--- src/rtl/muldiv_seq_pkg.sv ---
// Shared encodings for the MUL/DIV sequencer: ALU function codes, FR flag
// bit positions, op codes and FSM state encodings.
package muldiv_seq_pkg;

  localparam int ALU_FUNC_W = 4;
  localparam logic [ALU_FUNC_W-1:0] ALU_ADD = 4'h0;
  localparam logic [ALU_FUNC_W-1:0] ALU_SUB = 4'h1;

  localparam int FR_FLAG_W = 4;
  localparam int FR_N = 3;
  localparam int FR_Z = 2;
  localparam int FR_C = 1;
  localparam int FR_V = 0;

  localparam logic MD_OP_MULU = 1'b0;
  localparam logic MD_OP_DIVU = 1'b1;

  typedef enum logic [1:0] {
    MDS_IDLE = 2'd0,
    MDS_MUL  = 2'd1,
    MDS_DIV  = 2'd2,
    MDS_DONE = 2'd3
  } md_state_t;

  function automatic logic [FR_FLAG_W-1:0] pack_flags(input logic n, input logic z,
                                                       input logic c, input logic v);
    logic [FR_FLAG_W-1:0] f;
    f       = '0;
    f[FR_N] = n;
    f[FR_Z] = z;
    f[FR_C] = c;
    f[FR_V] = v;
    return f;
  endfunction

endpackage

--- src/rtl/muldiv_seq.sv ---
// Multi-cycle unsigned multiply (shift-add) / divide (restoring) sequencer
// that borrows the shared execute-stage ALU while busy.
module muldiv_seq
  import muldiv_seq_pkg::*;
#(
  parameter int DATA_W = 16,
  parameter int CNT_W  = 5
) (
  input  logic                  clk,
  input  logic                  rst_n,
  input  logic                  req_valid,
  output logic                  req_ready,
  input  logic                  req_op,
  input  logic [DATA_W-1:0]     req_a,
  input  logic [DATA_W-1:0]     req_b,
  input  logic                  abort,
  output logic                  res_valid,
  input  logic                  res_ready,
  output logic [DATA_W-1:0]     res_hi,
  output logic [DATA_W-1:0]     res_lo,
  output logic [FR_FLAG_W-1:0]  res_flags,
  output logic                  alu_own,
  output logic [DATA_W-1:0]     alu_a,
  output logic [DATA_W-1:0]     alu_b,
  output logic [ALU_FUNC_W-1:0] alu_func,
  input  logic [DATA_W-1:0]     alu_y,
  input  logic [FR_FLAG_W-1:0]  alu_flags
);

  md_state_t         state;
  logic [CNT_W-1:0]  cnt;
  // hi/lo hold product halves for MULU and remainder/quotient for DIVU
  logic [DATA_W-1:0] hi;
  logic [DATA_W-1:0] lo;
  logic [DATA_W-1:0] opnd;
  logic [FR_FLAG_W-1:0] flags;

  logic              alu_c;
  logic              last_iter;
  logic [DATA_W-1:0] mul_hi_nxt;
  logic [DATA_W-1:0] mul_lo_nxt;
  logic [DATA_W-1:0] div_shift;
  logic              div_ok;
  logic [DATA_W-1:0] div_rem_nxt;
  logic [DATA_W-1:0] div_quo_nxt;
  logic [FR_FLAG_W-1:0] unused_alu_flags;

  assign alu_c            = alu_flags[FR_C];
  assign unused_alu_flags = alu_flags;
  assign last_iter        = (cnt == CNT_W'(DATA_W - 1));

  assign mul_hi_nxt = {alu_c, alu_y[DATA_W-1:1]};
  assign mul_lo_nxt = {alu_y[0], lo[DATA_W-1:1]};

  // The 17th bit of the shifted remainder guarantees the subtract fits
  assign div_shift   = {hi[DATA_W-2:0], lo[DATA_W-1]};
  assign div_ok      = hi[DATA_W-1] | ~alu_c;
  assign div_rem_nxt = div_ok ? alu_y : div_shift;
  assign div_quo_nxt = {lo[DATA_W-2:0], div_ok};

  assign req_ready = (state == MDS_IDLE);
  assign res_hi    = hi;
  assign res_lo    = lo;
  assign res_flags = flags;

  always_comb begin
    alu_a    = '0;
    alu_b    = '0;
    alu_func = ALU_ADD;
    if (state == MDS_MUL) begin
      alu_a    = hi;
      alu_b    = lo[0] ? opnd : '0;
      alu_func = ALU_ADD;
    end else if (state == MDS_DIV) begin
      alu_a    = div_shift;
      alu_b    = opnd;
      alu_func = ALU_SUB;
    end
  end

  always_ff @(posedge clk or negedge rst_n) begin
    if (!rst_n) begin
      state     <= MDS_IDLE;
      cnt       <= '0;
      hi        <= '0;
      lo        <= '0;
      opnd      <= '0;
      flags     <= '0;
      res_valid <= 1'b0;
      alu_own   <= 1'b0;
    end else if (abort && (state != MDS_IDLE)) begin
      state     <= MDS_IDLE;
      res_valid <= 1'b0;
      alu_own   <= 1'b0;
    end else begin
      case (state)
        MDS_IDLE: begin
          if (req_valid) begin
            cnt <= '0;
            if (req_op == MD_OP_MULU) begin
              hi      <= '0;
              lo      <= req_a;
              opnd    <= req_b;
              alu_own <= 1'b1;
              state   <= MDS_MUL;
            end else if (req_b != '0) begin
              hi      <= '0;
              lo      <= req_a;
              opnd    <= req_b;
              alu_own <= 1'b1;
              state   <= MDS_DIV;
            end else begin
              hi        <= req_a;
              lo        <= '1;
              flags     <= pack_flags(1'b1, 1'b0, 1'b0, 1'b1);
              res_valid <= 1'b1;
              state     <= MDS_DONE;
            end
          end
        end
        MDS_MUL: begin
          hi  <= mul_hi_nxt;
          lo  <= mul_lo_nxt;
          cnt <= cnt + 1'b1;
          if (last_iter) begin
            flags     <= pack_flags(mul_lo_nxt[DATA_W-1],
                                    (mul_hi_nxt == '0) && (mul_lo_nxt == '0),
                                    mul_hi_nxt != '0, 1'b0);
            res_valid <= 1'b1;
            alu_own   <= 1'b0;
            state     <= MDS_DONE;
          end
        end
        MDS_DIV: begin
          hi  <= div_rem_nxt;
          lo  <= div_quo_nxt;
          cnt <= cnt + 1'b1;
          if (last_iter) begin
            flags     <= pack_flags(div_quo_nxt[DATA_W-1], div_quo_nxt == '0,
                                    1'b0, 1'b0);
            res_valid <= 1'b1;
            alu_own   <= 1'b0;
            state     <= MDS_DONE;
          end
        end
        MDS_DONE: begin
          if (res_ready) begin
            res_valid <= 1'b0;
            state     <= MDS_IDLE;
          end
        end
        default: state <= MDS_IDLE;
      endcase
    end
  end

endmodule

--- config.mk ---
export PLATFORM = sky130hd
export DESIGN_NAME = muldiv_seq
export DESIGN_NICKNAME = d
export VERILOG_FILES = /design/src/rtl/muldiv_seq_pkg.sv /design/src/rtl/muldiv_seq.sv
export SDC_FILE = /design/constraint.sdc
export NUM_CORES = 1
export LEC_CHECK = 0
export CAP_MARGIN = 40
export CORE_MARGIN = 2
export CORE_UTILIZATION = 41
export CTS_CLUSTER_DIAMETER = 120
export DETAILED_ROUTE_END_ITERATION = 8
export PLACE_DENSITY = 0.88
export SLEW_MARGIN = 20
export SYNTH_ARGS = -nofsm -noshare
export SYNTH_HDL_FRONTEND = slang
export SYNTH_SLANG_ARGS = --single-unit
--- constraint.sdc ---
create_clock -name clk -period 2 [get_ports clk]
set_input_delay 0.4 -clock clk [delete_from_list [all_inputs] [get_ports clk]]
set_output_delay 0.4 -clock clk [all_outputs]
set_load 0.02 [all_outputs]
# Yosys cells after proc, flatten, opt, wreduce, memory -nomap -nowiden
# Cells that the tools add are included.
[totals]
register_bits = 61
out_inout_bits = 75
[op_classes]
n_addsub = 1
n_eq_ne = 16
muxes = 46
bitwise_logic = 3
reduce_logical = 20
[op_table]
columns = ["operator", "count"]
rows = [
  ["16-bit 2-to-1 mux", 14],
  ["16-bit case mux with 3 select lines", 2],
  ["16-bit zero test", 3],
  ["16-bit nonzero test", 2],
  ["4-bit 2-to-1 mux", 5],
  ["1-bit 2-to-1 mux", 14],
  ["4-bit case mux with 3 select lines", 1],
  ["2-bit 2-to-1 mux", 5],
  ["5-bit case mux with 2 select lines", 1],
  ["3-bit AND reduction", 3],
  ["2-bit inequality test (second input constant)", 4],
  ["4-bit AND reduction", 2],
  ["7-bit AND reduction", 1],
  ["3-bit by 1-bit inequality test with 1-bit output (second input constant)", 2],
  ["3-bit inequality test (second input constant)", 2],
  ["2-bit case mux with 3 select lines", 1],
  ["3-bit nonzero test", 2],
  ["5-bit by 1-bit adder with 5-bit output (second input constant)", 1],
  ["5-bit by 4-bit equality test with 1-bit output (second input constant)", 1],
  ["5-bit 2-to-1 mux", 1],
  ["5-bit AND reduction", 1],
  ["2-bit equality test (second input constant)", 2],
  ["2-bit by 1-bit inequality test with 1-bit output (second input constant)", 2],
  ["4-bit by 2-bit inequality test with 1-bit output (second input constant)", 1],
  ["10 further kinds", 13],
]

# Logic depth before layout (Yosys ltp)
# Gate-level depths: netlist of the first run.
[depth]
ltp_word = 6
depth_mapped = 9

# Least setup slack after synthesis of the first run
# Ideal clock, no wire load.
[synth_path]
path_kind = "register to output"
start = "register state[0]"
end = "output alu_a[9]"
arrival_time_ps = 1945
setup_slack_ps = -345
path_stages_with_launch = 7
n_path_buf = 2
path_cell_list = "dfrtp_1 > inv_1 > ha_1 > clkbuf_1 > clkbuf_1 > nand2_1 > o21ai_0"
[synth_between]
elab_chain_len = 3
word_cells_on_any_way = 4
classes_between = "2 x eq/ne; 2 x mux"
[synth_lines]
columns = ["item", "line", "text"]
rows = [
  ["start: declaration", "muldiv_seq.sv:30", "md_state_t state;"],
  ["start signal: assignment", "muldiv_seq.sv:83", "state <= MDS_IDLE;"],
  ["start signal: assignment", "muldiv_seq.sv:92", "state <= MDS_IDLE;"],
  ["start signal: assignment", "muldiv_seq.sv:105", "state <= MDS_MUL;"],
  ["2-bit equality test", "muldiv_seq.sv:74", "end else if (state == MDS_DIV) begin"],
  ["16-bit 2-to-1 mux", "muldiv_seq.sv:74", ""],
  ["16-bit 2-to-1 mux (*)", "muldiv_seq.sv:70", "if (state == MDS_MUL) begin"],
  ["end: declaration", "muldiv_seq.sv:23", "output logic [DATA_W-1:0] alu_a,"],
]
# Every way passes the cells marked *; elsewhere a longest branch is shown, timed or not.

# Worst setup path in the final report of the first run
[layout_path]
start = "register state[0]"
end = "output alu_b[3]"
[layout_between]
elab_chain_len = 3
word_cells_on_any_way = 4
classes_between = "2 x eq/ne; 2 x mux"
[layout_lines]
columns = ["item", "line", "text"]
rows = [
  ["2-bit equality test", "muldiv_seq.sv:74", ""],
  ["16-bit 2-to-1 mux", "muldiv_seq.sv:74", ""],
  ["16-bit 2-to-1 mux (*)", "muldiv_seq.sv:70", ""],
  ["end: declaration", "muldiv_seq.sv:24", "output logic [DATA_W-1:0] alu_b,"],
]
# Marks and branches as above.

==> metrics, run 1 <==
CTS tree=built; Setup Crit Path Kind=reg2out; initial antenna violation count=1; DRC errors left=0; placed cell areas=5630 µm²; H-tree Lvls=3; Max-Cap Viols=0; count of final setup violators=65; Combinational Power Share=0.665; vias in the first global route=4,259; Yosys warnings=0; top_reg_cell synth=dfrtp_1; number of enable flip-flop cells after synthesis=0; flops & latches, synth=61; clk_lat worst skew=0.36 ns; Worst EP required=1.60 ns; Area contributors post-synth=dfrtp_1 (41%), nor2_1 (6.7%), a21oi_1 (4.4%); number of I/O pins=133; Syn-to-layout area delta=75.0%; port bufs=126; clk_skew=0.00973 ns; cell with the most instances after synthesis=nor2_1; final setup margin=-0.226 ns; global-route wire length before repair=22,100 µm; async set-or-reset flop fraction in the synthesized netlist=1.00; dpl hpwl=9200 µm; pins over their slew limit=0; pwr dens=1720 nW/µm²; setup TNS=-6.07 ns; Total GRT Usage=0.287; Root Buffer=clkbuf_8; CTS max path bufs=2; status=finished, violations left; Placer Congestion=0.880; Yosys top cell by area=dfrtp_1; TritonCTS Buffers=9; critical path arrival=1.83 ns; share of layout cells above drive strength 1=0.360; Cell Int Power=6.20 mW; DR iter-0 viols=556; Post-Syn Instances=402; hold-fix buffers at CTS=0; area of the die=9950 µm²; Yosys top cell area share=0.406; # fillers=491; unrepaired setup endpoints after global routing=true; DR WL/cell=24.8 µm; Critical Path Source Type=flip-flop; placement row count=34; fin crit share=1.11; HP Class=in2async; drt pass-1 iters=8; fmax=0.449 GHz; Clock Sinks=61; top cells by count, synth=nor2_1 (67), dfrtp_1 (61), a21oi_1 (33); Yosys cell types=49; Sw Share=0.451; Period minus WS final=2.23 ns; Worst IR Drop VDD=0.837 mV; syn_area_per_cell=9.35 µm²; Mapped Area=3760 µm²; sequential fraction of the synthesis area=0.406; via count=4,646; part of the power in registers=0.228; utilization after layout=0.747; vias per cell=6.48; pin count of the biggest net entering global routing=62; NumNets Final=669; Switching Power=5.10 mW; ANT nets after route=0; clk slew on worst S/H paths=0.07 ns; design area=6580 µm²; core area=8810 µm²; Leak=2.91 nW; Initial Utilization=0.427; die height=99.7 µm; crit path max fanout=7; violated checks=negative setup slack; share of total power in the clock network=0.107; chip width=99.7 µm; Final Hold Viols=0; WL final=17,800 µm; CP Capture Type=primary output; Overflow after GRT=0
[repair_timing]
action,CTS,global route
gates cloned,2,7
setup endpoints to repair,72,89
pin swaps,6,9
resized for setup,198,72
setup buffers,13,14
[worst paths after layout]
kind / start / endpoint / slack [ns] / cells after the start
max: state[0] / alu_b[3] / -0.23 / 7
min: rst_n / opnd[2] / 0.04 / 2
max reg2reg: state[1] / res_lo[0] / -0.19 / 10
min reg2reg: alu_own / alu_own / 0.49 / 1
max in group asynchronous: rst_n / res_lo[2] / 1.67 / 2
min in group clk: req_b[4] / opnd[4] / 0.35 / 2
[area by class of cell]
class	instances	area [µm²]	area share
Timing Repair Buffer	219	2330	0.355
Multi-Input combinational cell	306	2340	0.356
Sequential cell	61	1530	0.232
Clock inverter	3	42.5	0.00647
Clock buffer	13	169	0.0257
Antenna cell	1	2.50	0.000381
Inverter	6	26.3	0.00400
Tap cell	108	135	0.0205
[registers in the layout (all words and copies together), names as in the netlist]
register   cells
res_valid      1
alu_own        1
res_flags      4
opnd          16
res_hi        16
state          2
cnt            5
res_lo        16
[layout by cell type, fill, tap and decap left out, types with 8 or more instances in the layout]
| cell type | netlist | routed |
|---|---|---|
| clkbuf_8 | 0 | 12 |
| a221oi_1 | 14 | 9 |
| a31oi_1 | 17 | 17 |
| a22oi_1 | 14 | 14 |
| mux2i_1 | 16 | 16 |
| buf_12 | 1 | 9 |
| buf_4 | 3 | 61 |
| clkdlybuf4s50_1 | 0 | 79 |
| mux2_2 | 10 | 10 |
| a21oi_1 | 33 | 29 |
| a22o_1 | 15 | 15 |
| dfrtp_1 | 61 | 60 |
| nor2_1 | 67 | 65 |
| nor2b_4 | 0 | 13 |
| mux2_4 | 10 | 10 |
| nor4_1 | 11 | 8 |
| buf_6 | 2 | 46 |
| dlymetal6s2s_1 | 0 | 12 |
| nand2_1 | 20 | 19 |
[per-stage QoR]
| stage | hold slack (ns) | total power, mW | setup WS (ns) | instances |
|---|---|---|---|---|
| after floorplan | 0.104 | 5.81 | 0.00926 | 404 |
| final | 0.0447 | 11.3 | -0.226 | 717 |
| after global placement | 0.431 | 8.12 | -0.426 | 665 |
| after CTS | 0.0623 | 10.0 | -0.203 | 696 |
| after global routing | 0.0755 | 11.7 | -0.254 | 717 |
| after detailed placement | 0.437 | 8.35 | -0.423 | 665 |
[worst max-delay path: stages, from the launching register on]
cell     delay, ns
dfrtp_1       0.41
buf_6         0.13
ha_4          0.18
nor2_4        0.18
a21oi_4       0.08
buf_12        0.16
nor2b_2       0.17
buf_6         0.15
[power groups by stage]
stage                     Clock (mW)  Sequential, mW  Combinational, mW
after floorplan                    0            2.78               3.03
after global placement             0            2.45               5.67
after global routing            1.25            2.63               7.79
after detailed placement           0            2.50               5.86
final                           1.21            2.58               7.52
after CTS                       1.19            2.48               6.37
[logic make-up (layout without fill, tap and decap cells)]
logic type	Yosys count	in the layout	synth area share
flip-flops	61	61	0.406
AO/OA/AOI/OAI	117	117	0.218
adder cells (fa/ha/maj)	8	8	0.0266
multiplexers	36	36	0.113
other	1	4	0.000998
buffers and inverters	37	241	0.0516
AND/OR/NAND/NOR	142	142	0.184
[per-layer routing]
metal  vias to the layer above  share of wire  GRT usage
li1                       1889              -          -
met1                      2183           0.35      0.347
met2                       419           0.46      0.484
met3                       155          0.096     0.0379
met4                         0          0.093      0.177
met5                         -              0          0
(Power assumes the default switching activity.)
==> run 2: changes to the inputs <==
--- a/config.mk
+++ b/config.mk
@@ -9,6 +9,7 @@
 export CORE_MARGIN = 2
 export CORE_UTILIZATION = 41
 export CTS_CLUSTER_DIAMETER = 120
+export CTS_CLUSTER_SIZE = 20
 export DETAILED_ROUTE_END_ITERATION = 8
 export PLACE_DENSITY = 0.88
 export SLEW_MARGIN = 20
==> results of run 2 <==
Same layout as run 1: the final DEF is identical, and so are final timing and power.
==> run 3: changes to the inputs <==
--- a/config.mk
+++ b/config.mk
@@ -12,6 +12,7 @@
 export CTS_CLUSTER_SIZE = 20
 export DETAILED_ROUTE_END_ITERATION = 8
 export PLACE_DENSITY = 0.88
+export SKIP_LAST_GASP = 1
 export SLEW_MARGIN = 20
 export SYNTH_ARGS = -nofsm -noshare
 export SYNTH_HDL_FRONTEND = slang
==> metrics, run 3 (synthesis results as in run 1) <==
status=finished, violations left; violated checks=negative setup slack; HP Class=in2async; Critical Path Source Type=flip-flop; core area=8810 µm² (unchanged); pwr dens=1690 nW/µm² (-1.5%); Placer Congestion=0.880 (unchanged); Setup Crit Path Kind=reg2out; DRC errors left=0 (unchanged); drt pass-1 iters=8 (unchanged); commonest non-fill, non-tap cells in the layout=clkdlybuf4s50_1 (75), buf_4 (68), dfrtp_1 (60), nor2_1 (57), a21oi_1 (30); Worst IR Drop VDD=0.718 mV (-14%); count of final setup violators=53 (-18%); ANT nets after route=0 (unchanged); Crit-path slowest cell=dfrtp_1; vias in the first global route=4,287 (+0.66%); placement row count=34 (unchanged); WL final=16,600 µm (-7.0%); DR WL/cell=23.3 µm (-6.1%); Sw Share=0.453 (+0.00222); Worst R2R End=res_flags[2]; Final Hold Viols=0 (unchanged); Switching Power=4.94 mW (-3.1%); share of layout cells above drive strength 1=0.368 (+0.00752); Overflow after GRT=0 (unchanged); H-tree Lvls=3 (unchanged); CP Capture Type=primary output; die height=99.7 µm (unchanged); clk slew on worst S/H paths=0.07 ns (about the same); Worst EP required=1.60 ns (about the same); CTS max path bufs=2 (unchanged); Clock Sinks=61 (unchanged); Combinational Power Share=0.651 (-0.014); Worst R2R Path Depth=7 (-3); Hold Slack=0.0473 ns (+0.00257 ns); area of the die=9950 µm² (unchanged); hold-fix buffers at CTS=0 (unchanged); pin count of the biggest net entering global routing=62 (unchanged); Syn-to-layout area delta=71.3%; part of the power in registers=0.238 (+0.010); chip width=99.7 µm (unchanged); DR iter-0 viols=534 (-4.0%); via count=4,510 (-2.9%); Critical Path Source=state[0]; global-route wire length before repair=22,000 µm (-0.75%); critical path arrival=1.84 ns (about the same); Critical Path Stages=6 (-1); Critical Path Max Stage Delay=0.41 ns (about the same); # fillers=516 (+5.1%); NumNets Final=662 (-1.0%); vias per cell=6.35 (-2.0%); Period minus WS final=2.24 ns (+0.00934 ns); Root Buffer=clkbuf_8; pins over their slew limit=0 (unchanged); Leak=2.87 nW (-1.6%); Cell Int Power=5.96 mW (-4.0%); pre-CTS WS=-0.423 ns (unchanged); Initial Utilization=0.427 (unchanged); fin crit share=1.12 (+0.00467); CTS tree=built; share of total power in the clock network=0.111 (+0.004); flop-to-flop setup slack=-0.15 ns (+0.04 ns); Total GRT Usage=0.284 (-0.00256); crit path cell chain=buf_4 -> ha_4 -> nor2_4 -> buf_12 -> a22o_1 -> clkdlybuf4s15_2; CP top delay family=buffers and inverters; WP buf/inv=3 (unchanged); fmax=0.447 GHz (-0.42%); unrepaired setup endpoints after global routing=true; reg2reg start=state[1]; clk_skew=0.0132 ns (+0.00346 ns); clk_lat worst skew=0.36 ns (about the same); Max-Cap Viols=0 (unchanged); initial antenna violation count=1 (unchanged); Worst Setup EP=alu_a[5]; number of I/O pins=133 (unchanged); dpl hpwl=9200 µm (unchanged); TritonCTS Buffers=9 (unchanged); crit path max fanout=15 (+8); most common cell after layout, fill and taps aside=clkdlybuf4s50_1; port bufs=126 (unchanged); final setup margin=-0.235 ns (-0.00934 ns)
==> run 3: final cells by class <==
class / count / area (µm²) / area share
Antenna cell: 1 / 2.50 / 0.000389
Clock buffer: 13 / 169 / 0.0262
Clock inverter: 3 / 42.5 / 0.00661
Inverter: 6 / 26.3 / 0.00408
Multi-Input combinational cell: 307 / 2390 / 0.372
Sequential cell: 61 / 1530 / 0.237
Tap cell: 108 / 135 / 0.0210
Timing Repair Buffer: 211 / 2140 / 0.333
==> run 3: layer usage <==
layer  up-vias  global-route usage  part of all wire
met2       395               0.473              0.48
met5         -                   0                 0
met4         0               0.203             0.077
li1       1866                   -                 -
met1      2123               0.331              0.34
met3       126              0.0471              0.10
==> run 3: worst min path at each step <==
stage / startpoint / end / cells past startpoint
global placement: rst_n / opnd[0] / 2
detailed placement: rst_n / opnd[2] / 2
floorplan: rst_n / alu_own / 0
CTS: rst_n / opnd[2] / 2
global route: rst_n / opnd[2] / 2
finish: rst_n / opnd[2] / 2
==> run 3: power groups by stage <==
stage	Clock (mW)	Sequential [mW]	Combinational, mW
detailed placement	0	2.50	5.86
finish	1.21	2.59	7.10
floorplan	0	2.78	3.03
global route	1.25	2.66	7.41
global placement	0	2.45	5.67
CTS	1.19	2.48	6.29
==> run 3: through the flow <==
| step | area (µm²) | power (mW) | instances | util | TNS, ns |
|---|---|---|---|---|---|
| floorplan | 3890 | 5.81 | 404 | - | 0 |
| global placement | 5630 | 8.12 | 665 | 0.640 | -22.95 |
| detailed placement | 5630 | 8.35 | 665 | 0.640 | -27.54 |
| CTS | 6070 | 9.96 | 696 | 0.690 | -5.05 |
| global route | 6440 | 11.3 | 710 | 0.731 | -8.55 |
| finish | 6440 | 10.9 | 710 | 0.731 | -6.12 |
==> run 3: repair_timing <==
item / 4_1_cts / 5_1_grt
gates cloned: 2 / 5
endpoints found under the setup margin: 72 / 90
gates resized for setup: 159 / 86
pin swaps: 6 / 16
buffers inserted: 13 / 13
